File: config.mk
export PLATFORM = sky130hd
export DESIGN_NAME = load_store_unit
export DESIGN_NICKNAME = d
export VERILOG_FILES = /design/src/rtl/load_store_unit.sv
export SDC_FILE = /design/constraint.sdc
export NUM_CORES = 1
export LEC_CHECK = 0
export BUFFER_PORTS_ARGS = -buffer_cell sky130_fd_sc_hd__clkbuf_2
export CORE_ASPECT_RATIO = 0.5
export CORE_MARGIN = 2
export CORE_UTILIZATION = 45
export CTS_BUF_LIST = sky130_fd_sc_hd__clkbuf_8
export DETAILED_ROUTE_END_ITERATION = 16
export GPL_ROUTABILITY_DRIVEN = 0
export PLACE_DENSITY = 0.77
export SETUP_SLACK_MARGIN = 0.5
export SLEW_MARGIN = 40
export SYNTH_ARGS = -nofsm -noshare
export SYNTH_HDL_FRONTEND = slang
export SYNTH_SLANG_ARGS = --single-unit
File: constraint.sdc
create_clock -name clk_in -period 1.93 [get_ports clk_in]
set_input_delay 0.193 -clock clk_in [delete_from_list [all_inputs] [get_ports clk_in]]
set_output_delay 0.193 -clock clk_in [all_outputs]
set_load 0.05 [all_outputs]
File: src/rtl/load_store_unit.sv
`default_nettype none
// ============================================================================
//  Module      : load_store_unit
//  Description : Memory-side end of the load/store-buffer issue interface.
//                Accepts one LB/LH/LW/LBU/LHU/SB/SH/SW request at a time and
//                sequences it as 1, 2 or 4 byte transfers, little-endian, on
//                the byte-wide memory arbiter port. Completion is signalled on
//                end_out. Load results are also broadcast on the CDB.
//  Revision    : 1.0 - initial release
// ----------------------------------------------------------------------------
//  Configuration macro:
//    LSU_ROLLBACK_ABORT_EN  - when defined, roll_back_in aborts an in-flight
//                             load (no end_out, no CDB broadcast) and discards
//                             a load offered in the same cycle. Stores are
//                             never aborted. When undefined, roll_back_in is
//                             ignored.
// ----------------------------------------------------------------------------
//  Ports:
//    clk_in          in   1       clock
//    rst_in          in   1       asynchronous reset, active low
//    rdy_in          in   1       global ready; low freezes the unit
//    enable_in       in   1       request valid from the buffer
//    rw_flag_in      in   1       0 = read (load), 1 = write (store)
//    op_enum_in      in   OP_W    access type
//    addr_in         in   ADDR_W  byte address
//    data_in         in   DATA_W  store data
//    rob_id_in       in   ROB_W   ROB id of the request
//    roll_back_in    in   1       ROB flush
//    busy_out        out  1       cannot accept a request
//    end_out         out  1       one-cycle completion pulse
//    data_out        out  DATA_W  extended load data (valid with end_out)
//    cdb_valid_out   out  1       load result broadcast
//    cdb_rob_id_out  out  ROB_W   ROB id of the broadcast
//    cdb_result_out  out  DATA_W  broadcast value (equals data_out)
//    mem_req_out     out  1       byte request to the arbiter
//    mem_wr_out      out  1       1 = write
//    mem_a_out       out  ADDR_W  byte address
//    mem_dout_out    out  8       write byte
//    mem_gnt_in      in   1       arbiter accepted this cycle's byte
//    mem_din_in      in   8       read byte, valid the cycle after its grant
// ============================================================================
module load_store_unit #(
    parameter int ADDR_W = 32,
    parameter int DATA_W = 32,
    parameter int OP_W   = 6,
    parameter int ROB_W  = 5,
    // Access-type encodings; override to match the core's op enumeration.
    parameter logic [OP_W-1:0] OP_LB  = OP_W'(0),
    parameter logic [OP_W-1:0] OP_LH  = OP_W'(1),
    parameter logic [OP_W-1:0] OP_LW  = OP_W'(2),
    parameter logic [OP_W-1:0] OP_LBU = OP_W'(3),
    parameter logic [OP_W-1:0] OP_LHU = OP_W'(4),
    parameter logic [OP_W-1:0] OP_SB  = OP_W'(5),
    parameter logic [OP_W-1:0] OP_SH  = OP_W'(6),
    parameter logic [OP_W-1:0] OP_SW  = OP_W'(7)
) (
    input  logic              clk_in,
    input  logic              rst_in,
    input  logic              rdy_in,
    input  logic              enable_in,
    input  logic              rw_flag_in,
    input  logic [OP_W-1:0]   op_enum_in,
    input  logic [ADDR_W-1:0] addr_in,
    input  logic [DATA_W-1:0] data_in,
    input  logic [ROB_W-1:0]  rob_id_in,
    input  logic              roll_back_in,
    output logic              busy_out,
    output logic              end_out,
    output logic [DATA_W-1:0] data_out,
    output logic              cdb_valid_out,
    output logic [ROB_W-1:0]  cdb_rob_id_out,
    output logic [DATA_W-1:0] cdb_result_out,
    output logic              mem_req_out,
    output logic              mem_wr_out,
    output logic [ADDR_W-1:0] mem_a_out,
    output logic [7:0]        mem_dout_out,
    input  logic              mem_gnt_in,
    input  logic [7:0]        mem_din_in
);

    typedef enum logic [1:0] {
        S_IDLE = 2'd0,
        S_XFER = 2'd1,
        S_WAIT = 2'd2
    } state_t;

    state_t r_state;
    state_t w_state_nxt;

    // Latched request
    logic              r_store;
    logic              r_signed;
    logic [1:0]        r_last;      // index of the final byte (N-1)
    logic [1:0]        r_k;         // byte currently offered to the arbiter
    logic [ADDR_W-1:0] r_addr;
    logic [DATA_W-1:0] r_data;
    logic [ROB_W-1:0]  r_rob;

    // Load assembly: a granted read byte arrives one cycle later, so the
    // capture of byte k is remembered as pending until the next live edge.
    logic [DATA_W-1:0] r_asm;
    logic              r_cap_pend;
    logic [1:0]        r_cap_idx;

    // Result registers
    logic              r_end;
    logic              r_cdb;
    logic [DATA_W-1:0] r_dout;
    logic [ROB_W-1:0]  r_cdb_rob;

    logic              w_fire;
    logic              w_last_grant;
    logic              w_accept;
    logic              w_abort;
    logic [1:0]        w_dec_last;
    logic              w_dec_signed;
    logic [DATA_W-1:0] w_asm;
    logic [DATA_W-1:0] w_ext;

    // ------------------------------------------------------------------
    // Request decode
    // ------------------------------------------------------------------
    always_comb begin
        w_dec_last   = 2'd3;
        w_dec_signed = 1'b0;
        case (op_enum_in)
            OP_LB:  begin w_dec_last = 2'd0; w_dec_signed = 1'b1; end
            OP_LBU: w_dec_last = 2'd0;
            OP_SB:  w_dec_last = 2'd0;
            OP_LH:  begin w_dec_last = 2'd1; w_dec_signed = 1'b1; end
            OP_LHU: w_dec_last = 2'd1;
            OP_SH:  w_dec_last = 2'd1;
            OP_LW:  w_dec_last = 2'd3;
            OP_SW:  w_dec_last = 2'd3;
            default: w_dec_last = 2'd3;
        endcase
    end

    assign w_fire       = rdy_in & (r_state == S_XFER) & mem_gnt_in;
    assign w_last_grant = w_fire & (r_k == r_last);

`ifdef LSU_ROLLBACK_ABORT_EN
    // A flush is honoured even while frozen so a stale load cannot survive it.
    assign w_abort  = roll_back_in & ~r_store & (r_state != S_IDLE);
    assign w_accept = rdy_in & enable_in & (r_state == S_IDLE)
                    & ~(roll_back_in & ~rw_flag_in);
`else
    logic w_rollback_unused;
    assign w_rollback_unused = roll_back_in;
    assign w_abort  = 1'b0;
    assign w_accept = rdy_in & enable_in & (r_state == S_IDLE);
`endif

    // ------------------------------------------------------------------
    // FSM: state register
    // ------------------------------------------------------------------
    always_ff @(posedge clk_in or negedge rst_in) begin
        if (!rst_in) begin
            r_state <= S_IDLE;
        end else begin
            r_state <= w_state_nxt;
        end
    end

    // ------------------------------------------------------------------
    // FSM: next state and bus request
    // ------------------------------------------------------------------
    always_comb begin
        w_state_nxt = r_state;
        mem_req_out = 1'b0;
        mem_wr_out  = 1'b0;
        case (r_state)
            S_IDLE: begin
                if (w_accept) w_state_nxt = S_XFER;
            end
            S_XFER: begin
                mem_req_out = rdy_in;
                mem_wr_out  = r_store;
                if (w_last_grant) w_state_nxt = r_store ? S_IDLE : S_WAIT;
            end
            S_WAIT: begin
                if (rdy_in) w_state_nxt = S_IDLE;
            end
            default: w_state_nxt = S_IDLE;
        endcase
        if (w_abort) w_state_nxt = S_IDLE;
    end

    // ------------------------------------------------------------------
    // Final load value: merge the byte arriving this cycle, then extend
    // ------------------------------------------------------------------
    always_comb begin
        w_asm = r_asm;
        if (r_cap_pend) w_asm[{r_cap_idx, 3'b000} +: 8] = mem_din_in;
        case (r_last)
            2'd0:    w_ext = r_signed ? {{(DATA_W-8){w_asm[7]}},   w_asm[7:0]}
                                      : {{(DATA_W-8){1'b0}},       w_asm[7:0]};
            2'd1:    w_ext = r_signed ? {{(DATA_W-16){w_asm[15]}}, w_asm[15:0]}
                                      : {{(DATA_W-16){1'b0}},      w_asm[15:0]};
            default: w_ext = w_asm;
        endcase
    end

    // ------------------------------------------------------------------
    // Datapath
    // ------------------------------------------------------------------
    always_ff @(posedge clk_in or negedge rst_in) begin
        if (!rst_in) begin
            r_store    <= 1'b0;
            r_signed   <= 1'b0;
            r_last     <= 2'd0;
            r_k        <= 2'd0;
            r_addr     <= '0;
            r_data     <= '0;
            r_rob      <= '0;
            r_asm      <= '0;
            r_cap_pend <= 1'b0;
            r_cap_idx  <= 2'd0;
            r_end      <= 1'b0;
            r_cdb      <= 1'b0;
            r_dout     <= '0;
            r_cdb_rob  <= '0;
        end else begin
            // Completion pulses last one cycle even while frozen.
            r_end <= 1'b0;
            r_cdb <= 1'b0;

            if (rdy_in) begin
                if (r_cap_pend) r_asm[{r_cap_idx, 3'b000} +: 8] <= mem_din_in;
                r_cap_pend <= w_fire & ~r_store;
                r_cap_idx  <= r_k;
                if (w_fire) r_k <= r_k + 2'd1;

                if (w_last_grant && r_store) r_end <= 1'b1;

                if (r_state == S_WAIT) begin
                    r_end     <= 1'b1;
                    r_cdb     <= 1'b1;
                    r_dout    <= w_ext;
                    r_cdb_rob <= r_rob;
                end
            end

            if (w_accept) begin
                r_store    <= rw_flag_in;
                r_signed   <= w_dec_signed;
                r_last     <= w_dec_last;
                r_k        <= 2'd0;
                r_addr     <= addr_in;
                r_data     <= data_in;
                r_rob      <= rob_id_in;
                r_asm      <= '0;
                r_cap_pend <= 1'b0;
            end

            if (w_abort) begin
                r_cap_pend <= 1'b0;
                r_end      <= 1'b0;
                r_cdb      <= 1'b0;
            end
        end
    end

    // ------------------------------------------------------------------
    // Outputs
    // ------------------------------------------------------------------
    assign busy_out       = (r_state != S_IDLE) | enable_in;
    assign end_out        = r_end;
    assign data_out       = r_dout;
    assign cdb_valid_out  = r_cdb;
    assign cdb_rob_id_out = r_cdb_rob;
    assign cdb_result_out = r_dout;
    assign mem_a_out      = r_addr + {{(ADDR_W-2){1'b0}}, r_k};
    assign mem_dout_out   = r_data[{r_k, 3'b000} +: 8];

endmodule
`default_nettype wire
# Yosys cells after proc, flatten, opt, wreduce, memory -nomap -nowiden
# Index checks and enable logic that the tools add are counted.
# word_totals
inputBits	90
regBits	151
output_inout_bits	114
# classes
n_shift	3
bitwise	8
n_eq_ne	12
add_sub_neg	3
muxes	26
n_reduce_logical	13
# op_table
op	count
$mux 32	5
$pmux 32 s2	1
$add 32x2->32	1
$bwmux 32	1
$shift 8x7->32 const A	1
$shiftx 32x6->8	1
$shiftx 8x7->32	1
$eq 6x3->1 const B	3
$mux 2	7
$mux 1	10
$neg 5->7	1
$and 1x1->1	6
$eq 6x1->1 const B	1
$eq 6x2->1 const B	1
$logic_not 6->1	1
$ne 2x2->1 const B	3
$pmux 2 s3	1
$reduce_bool 2->1	3
$reduce_or 3->1	2
$eq 2x1->1 const B	2
$logic_not 2->1	2
$pmux 2 s2	1
$reduce_and 2->1	2
$reduce_and 3->1	1
7 further kinds	7

# Logic depth before layout (Yosys ltp)
# Gate-level depths: netlist of the first run.
# logic_depth
depth_word	8
ltp_mapped	8

# Worst setup path before layout of the first run
# OpenSTA, ideal clock, no wires.
# synth_path
path_kind	register to output
startpoint	register r_k[0]
endpoint	output mem_a_out[30]
path_buffers	0
required_time_ns	1.737
arrival_ns	2.349
stages_incl_launch_ff	7
path_slack_ns	-0.612
path_cell_list	dfrtp_1 ha_1 fa_1 nand4_2 nor4_4 nand4_1 xnor2_1
# synth_between
elab_chain_cells	1
# synth_rtl
item	line	text
start: declaration	94	logic [1:0] r_k;
start signal: assignment	232	if (w_fire) r_k <= r_k + 2'd1;
$add 32x2->32	273	assign mem_a_out = r_addr + {{(ADDR_W-2){1'b0}}, r_k};
end: declaration	75	output logic [ADDR_W-1:0] mem_a_out,
# No other way between the ends.

# Worst setup path after layout of the first run
# layout_path
startpoint	register r_k[1]
endpoint	output mem_a_out[29]
# Same word-level chain as after synthesis.

==> flow_metrics.tcl, run 1 <==
set metrics [dict create \
    max_slew_margin 0.6483 \
    max_stage_delay_ns 0.47 \
    ant_nets 0 \
    grt_overflow 0 \
    routed_via_density 5.840 \
    fin_setup_tns_ns -20.93 \
    maxCapViolCount 0 \
    drive_gt1_frac 0.5841 \
    cts_max_path_buffers 2 \
    leakage_nw 6.744 \
    grt_max_degree 51 \
    async_reset_ff_frac 1.000 \
    placementRows 33 \
    wl_um 32850 \
    syn_to_final_growth_pct 80.77 \
    fin_util 0.8391 \
    drtIter0Drc 635 \
    arrival_ns 2.57 \
    clkTransAtPathRegs_ns 0.10 \
    first_pass_iters 6 \
    period_minus_slack_ns 2.765 \
    num_antenna_cells 0 \
    grt_pass1_vias 7835 \
    finalClockSkew_ns 0.01955 \
    final_cell_mix "clkbuf_2, dfrtp_1, nand2_1" \
    grt_pass1_wl_um 41720 \
    cp_top_family "buffers and inverters" \
    worstSetupPathType "reg -> out" \
    final_area_um2 13860 \
    synth.net_count 886 \
    cp_max_fo 6 \
    core_um2 16520 \
    dr_total_vias 8094 \
    grt.total_usage 0.3010 \
    finalHoldViolations 0 \
    crit_required_ns 1.74 \
    fmax_mhz 361.7 \
    final_nets 1245 \
    yosysSeqAreaShare 0.4929 \
    rsz0062_at_grt "true" \
    wl_per_cell_um 23.70 \
    dp_hpwl_um 14490 \
    end_kind "output port" \
    synth-seq-cells 151 \
    power.density_nw_per_um2 1656 \
    total_power_mw 22.95 \
    slowest_stage "dfrtp_1" \
    die_x_um 188.6 \
    cts_sinks 151 \
    antenna_found_initial 0 \
    min_period_over_period 1.432 \
    final_common_cell "clkbuf_2" \
    synth.distinct_cells 66 \
    ios 204 \
    clkLatencyLatePin_ns 0.44 \
    cts_tree "yes" \
    ir_drop_mv 0.9807 \
    crit_buf_inv 3 \
    synth_flop_cell "dfrtp_1" \
    drc 0 \
    status "complete, but fails checks" \
    hp-class "in -> reg" \
    die_y_um 96.29 \
    rrSetupSlack_ns 0.05 \
    start_util 0.4642 \
    timing.final.max_slew_violations 0 \
    synth_enable_flop_cells 0 \
    fin_ws_ns -0.8345 \
    root_buffer "clkbuf_8" \
    fill_cells 750 \
    port_buffers 202 \
    crit_path_cell_trace "ha_4 -> a21o_1 -> nor4b_4 -> buf_4 -> buf_12 -> nand4_1 -> xnor2_4 -> buf_8" \
    die-area_um2 18160 \
    avgSynthCellArea_um2 9.729 \
    setup_viol 39 \
    startpoint_type "flop" \
    cts_made_buffers 17 \
    yosysWarnings 0 \
    place_area_um2 9966 \
    tightest_slew_ns 0.5276 \
    violations "setup timing" \
    syn_area_um2 7666 \
    htreeDepth 4 \
    post_synth_inst_count 788 \
]
Yosys cell counts, types with 6 or more instances:
cell type	instances	area (µm²)
dfrtp_1	151	3779
a31oi_2	9	112.6
clkbuf_1	14	52.55
buf_4	37	277.8
nand3_1	20	100.1
a22o_1	21	183.9
a21oi_1	10	50.05
a31oi_1	18	112.6
ha_1	7	87.58
buf_6	6	67.56
xor2_1	10	87.58
nand2_1	238	893.4
o22a_1	7	61.31
xnor2_1	24	210.2
buf_2	15	75.07
a32o_1	6	60.06
o21ai_0	9	45.04
a22oi_1	7	52.55
nand4_1	10	62.56
and3_1	7	43.79
o22ai_1	9	56.30
and2_1	6	37.54
mux4_2	8	180.2
a21boi_0	8	60.06
inv_1	15	56.30
nor2_1	46	172.7
layout make-up:
class | instances | area, µm² | share of cell area
clock inverter | 14 | 172.7 | 0.01246
inverter | 16 | 62.56 | 0.004514
multi-input combinational | 547 | 5376 | 0.3880
tap | 227 | 284.0 | 0.02049
clock buffer | 17 | 234.0 | 0.01688
sequential | 151 | 3785 | 0.2731
timing repair buffer | 414 | 3944 | 0.2846
worst paths after layout:
kind | startpoint | end | cells past startpoint
hold reg to reg | r_data[14] | r_data[14] | 2
setup / recovery | r_k[1] | mem_a_out[29] | 8
hold / removal | op_enum_in[1] | r_last[1] | 3
max in group asynchronous | rst_in | r_asm[29] | 3
min in group asynchronous | rst_in | r_data[26] | 2
setup reg to reg | r_cap_idx[1] | cdb_result_out[30] | 8
repair_timing:
| action | CTS | global route |
|---|---|---|
| cloned | 8 | 10 |
| hold buffers | 68 | 3 |
| gates resized for setup | 272 | 213 |
| endpoints found under the hold margin | 114 | 3 |
| setup endpoints to repair | 118 | 190 |
| buffers inserted | 34 | 22 |
| pin swaps | 143 | 80 |
per-stage QoR:
| stage | hold slack (ns) | instances | setup slack [ns] |
|---|---|---|---|
| 2_1_floorplan | -0.1026 | 788 | -0.2361 |
| 3_3_place_gp | 0.1759 | 1210 | -0.2354 |
| 3_5_place_dp | 0.1814 | 1210 | -0.2659 |
| 4_1_cts | 0.001812 | 1351 | -0.6085 |
| 5_1_grt | 0.05301 | 1386 | -0.8687 |
| 6_report | 0.06132 | 1386 | -0.8345 |
cell families after synthesis:
group / after synthesis / synth area share
multiplexers: 14 / 0.03264
adder cells (fa/ha/maj): 8 / 0.01404
flip-flops: 151 / 0.4929
AO/OA/AOI/OAI: 120 / 0.1226
buffers and inverters: 90 / 0.07067
XOR/XNOR: 34 / 0.03884
AND/OR/NAND/NOR: 371 / 0.2283
state kept, by name, indices dropped and copies added (netlist names):
signal	count
r_state	2
cdb_valid_out	1
r_addr	32
cdb_result_out	32
end_out	1
r_last	2
r_cap_idx	2
cdb_rob_id_out	5
r_data	32
r_asm	32
r_signed	1
r_rob	5
r_k	2
r_store	1
r_cap_pend	1
layer usage:
metal  vias to the layer above  track usage  share of wire
li1                       3384            -              -
met1                      3985       0.3430           0.36
met2                       542       0.5475           0.50
met3                       183      0.06088          0.077
met4                         0       0.1608          0.064
met5                         -            0              0
power breakdown:
group | switching (mW) | internal (mW)
clock | 1.41 | 1.29
sequential | 1.16 | 4.41
combinational | 8.83 | 5.85
tightest hold or removal path, delay by kind of cell:
| kind | cells | cell delay [ns] |
|---|---|---|
| AOI/OAI and AO/OA | 1 | 0.05 |
| buffers and inverters | 1 | 0.11 |
| and+or+nand+nor | 1 | 0.09 |
(Power assumes the default switching activity.)
==> inputs of run 2 (changes only) <==
--- a/config.mk
+++ b/config.mk
@@ -14,6 +14,7 @@
 export GPL_ROUTABILITY_DRIVEN = 0
 export PLACE_DENSITY = 0.77
 export SETUP_SLACK_MARGIN = 0.5
+export SKIP_LAST_GASP = 1
 export SLEW_MARGIN = 40
 export SYNTH_ARGS = -nofsm -noshare
 export SYNTH_HDL_FRONTEND = slang
==> run 2 against run 1 <==
  * The flow still finishes with violations (setup timing)
  * Fmax about the same
  * Combinational power hardly changed
  * Total power is 1.6% lower
  * Final cell count is the same
  * Critical path depth unchanged
  * Final area shrank 1.7%
  * Critical endpoint is now mem_a_out[30]
  * Register-to-register slack gained 0.03 ns
  * Largest cell class unchanged
  * Sequential share of layout area grew 0.45 points
==> flow_metrics.tcl, run 2 (synthesis results as in run 1) <==
set metrics [dict create \
    status "complete, but fails checks" \
    violations "setup timing" \
    p_comb_frac 0.637 \
    place_area_um2 9966 \
    finalClockSkew_ns 0.02136 \
    max_stage_delay_ns 0.43 \
    hold_start "addr_in[23]" \
    swShare 0.4916 \
    drc 0 \
    ir_drop_mv 1.162 \
    fin_ws_ns -0.8322 \
    power.density_nw_per_um2 1657 \
    cts_made_buffers 17 \
    clkPwrFrac 0.118 \
    grt_overflow 0 \
    die-area_um2 18160 \
    startpoint_type "flop" \
    wl_um 30590 \
    crit_path_cell_trace "ha_4 -> fa_2 -> nand4_4 -> nor4_4 -> buf_6 -> nand4_1 -> xnor2_4 -> buf_8" \
    fin_util 0.8252 \
    multiInputGateArea_um2 5192 \
    syn_to_final_growth_pct 77.77 \
    hp-class "in -> reg" \
    cts_max_path_buffers 2 \
    instances_no_fill 1386 \
    ant_nets 0 \
    min_period_over_period 1.431 \
    cts_tree "yes" \
    leakage_nw 6.583 \
    antenna_found_initial 1 \
    final_cell_mix "clkbuf_2, dfrtp_1, nand2_1" \
    clkTransAtPathRegs_ns 0.10 \
    core_um2 16520 \
    holdWs_ns 0.003577 \
    root_buffer "clkbuf_8" \
    seqPwrFrac 0.245 \
    clkLatencyLatePin_ns 0.45 \
    drive_gt1_frac 0.5544 \
    fmax_mhz 362.0 \
    grt_pass1_wl_um 39900 \
    final_nets 1244 \
    tightest_slew_ns 0.5528 \
    total_power_mw 22.59 \
    die_y_um 96.29 \
    ff_latch_area_um2 3784 \
    timing.rr.start "r_cap_idx[1]" \
    cp_max_fo 6 \
    grt_pass1_vias 7545 \
    grt_max_degree 51 \
    routed_via_density 5.780 \
    placementRows 33 \
    fin_setup_tns_ns -20.20 \
    drtIter0Drc 583 \
    dpl.cell_count 1210 \
    fill_cells 792 \
    final_area_um2 13630 \
    dr_total_vias 8011 \
    crit_required_ns 1.74 \
    die_x_um 188.6 \
    p_int_mw 11.48 \
    grt.total_usage 0.2862 \
    rsz0062_at_grt "true" \
    ios 204 \
    critPathLaunch "r_k[0]" \
    maxCapViolCount 0 \
    finalHoldViolations 0 \
    port_buffers 202 \
    place_ws_ns -0.2659 \
    cp_top_family "simple AND/OR/NAND/NOR gates" \
    final_common_cell "clkbuf_2" \
    max_slew_margin 0.6315 \
    end_kind "output port" \
    worstSetupPathType "reg -> out" \
    htreeDepth 4 \
    wl_per_cell_um 22.07 \
    slowest_stage "dfrtp_1" \
    period_minus_slack_ns 2.762 \
    arrival_ns 2.57 \
    setup_viol 39 \
    dp_hpwl_um 14490 \
    start_util 0.4642 \
    first_pass_iters 6 \
    switching_power_mw 11.10 \
    timing.final.max_slew_violations 0 \
    crit_buf_inv 2 \
    cts_sinks 151 \
]
## run 2: cell types whose count changed in the layout (fill, tap and decap cells not counted), moves of 2 or more
cell     before  now
buf_12       21   17
buf_8        37   41
nand2_1     112  142
nand2_2      65   54
nand2_4      63   44
nor2_1       30   33
nor2_4       13   11
xnor2_2       2    0
xnor2_4      22   24
## run 2: worst reg2reg max path, stage by stage, from the launching register on
cell and delay, ns:
dfrtp_1 0.42, inv_2 0.09, ha_4 0.21, buf_6 0.12
nor3b_4 0.22, mux2i_4 0.12, o21a_4 0.27, buf_16 0.18
a31oi_1 0.16
## run 2: routing by layer
layer	track usage	vias up	part of all wire
met5	0	-	0
met4	0.1439	0	0.056
met3	0.05359	166	0.072
met2	0.5126	484	0.51
met1	0.3384	3979	0.37
li1	-	3382	-
## run 2: worst paths after layout
kind	slack [ns]	cells after the start	to
setup / recovery	-0.83	8	mem_a_out[30]
hold / removal	0.004	3	r_addr[23]
setup reg to reg	0.08	8	cdb_result_out[30]
hold reg to reg	0.48	2	r_data[14]
max in group asynchronous	0.86	3	cdb_result_out[27]
min in group asynchronous	0.29	2	r_data[10]
## run 2: power by group through the flow
| stage | Sequential, mW | Clock [mW] | Combinational, mW |
|---|---|---|---|
| global placement | 5.28 | 0 | 10.5 |
| global route | 5.62 | 2.79 | 15.0 |
| detailed placement | 5.37 | 0 | 10.6 |
| floorplan | 6.69 | 0 | 6.85 |
| CTS | 5.35 | 2.62 | 12.6 |
| finish | 5.53 | 2.66 | 14.4 |
## run 2: area by class of cell
type | instances | area share
clock inverters | 14 | 0.01267
clock buffers | 17 | 0.01717
inverters | 16 | 0.004591
repair buffers | 413 | 0.2859
well taps | 227 | 0.02084
diodes | 1 | 0.0001836
flip-flops and latches | 151 | 0.2776
multi-input cells | 547 | 0.3810
## run 2: what timing repair did
item                       CTS  global route
setup buffers               34            21
setup endpoints to repair  118           189
gates resized for setup    182           249
cloned                       8            11
pin swaps                   54           122
hold buffers                70             0
hold endpoints to repair   116             0
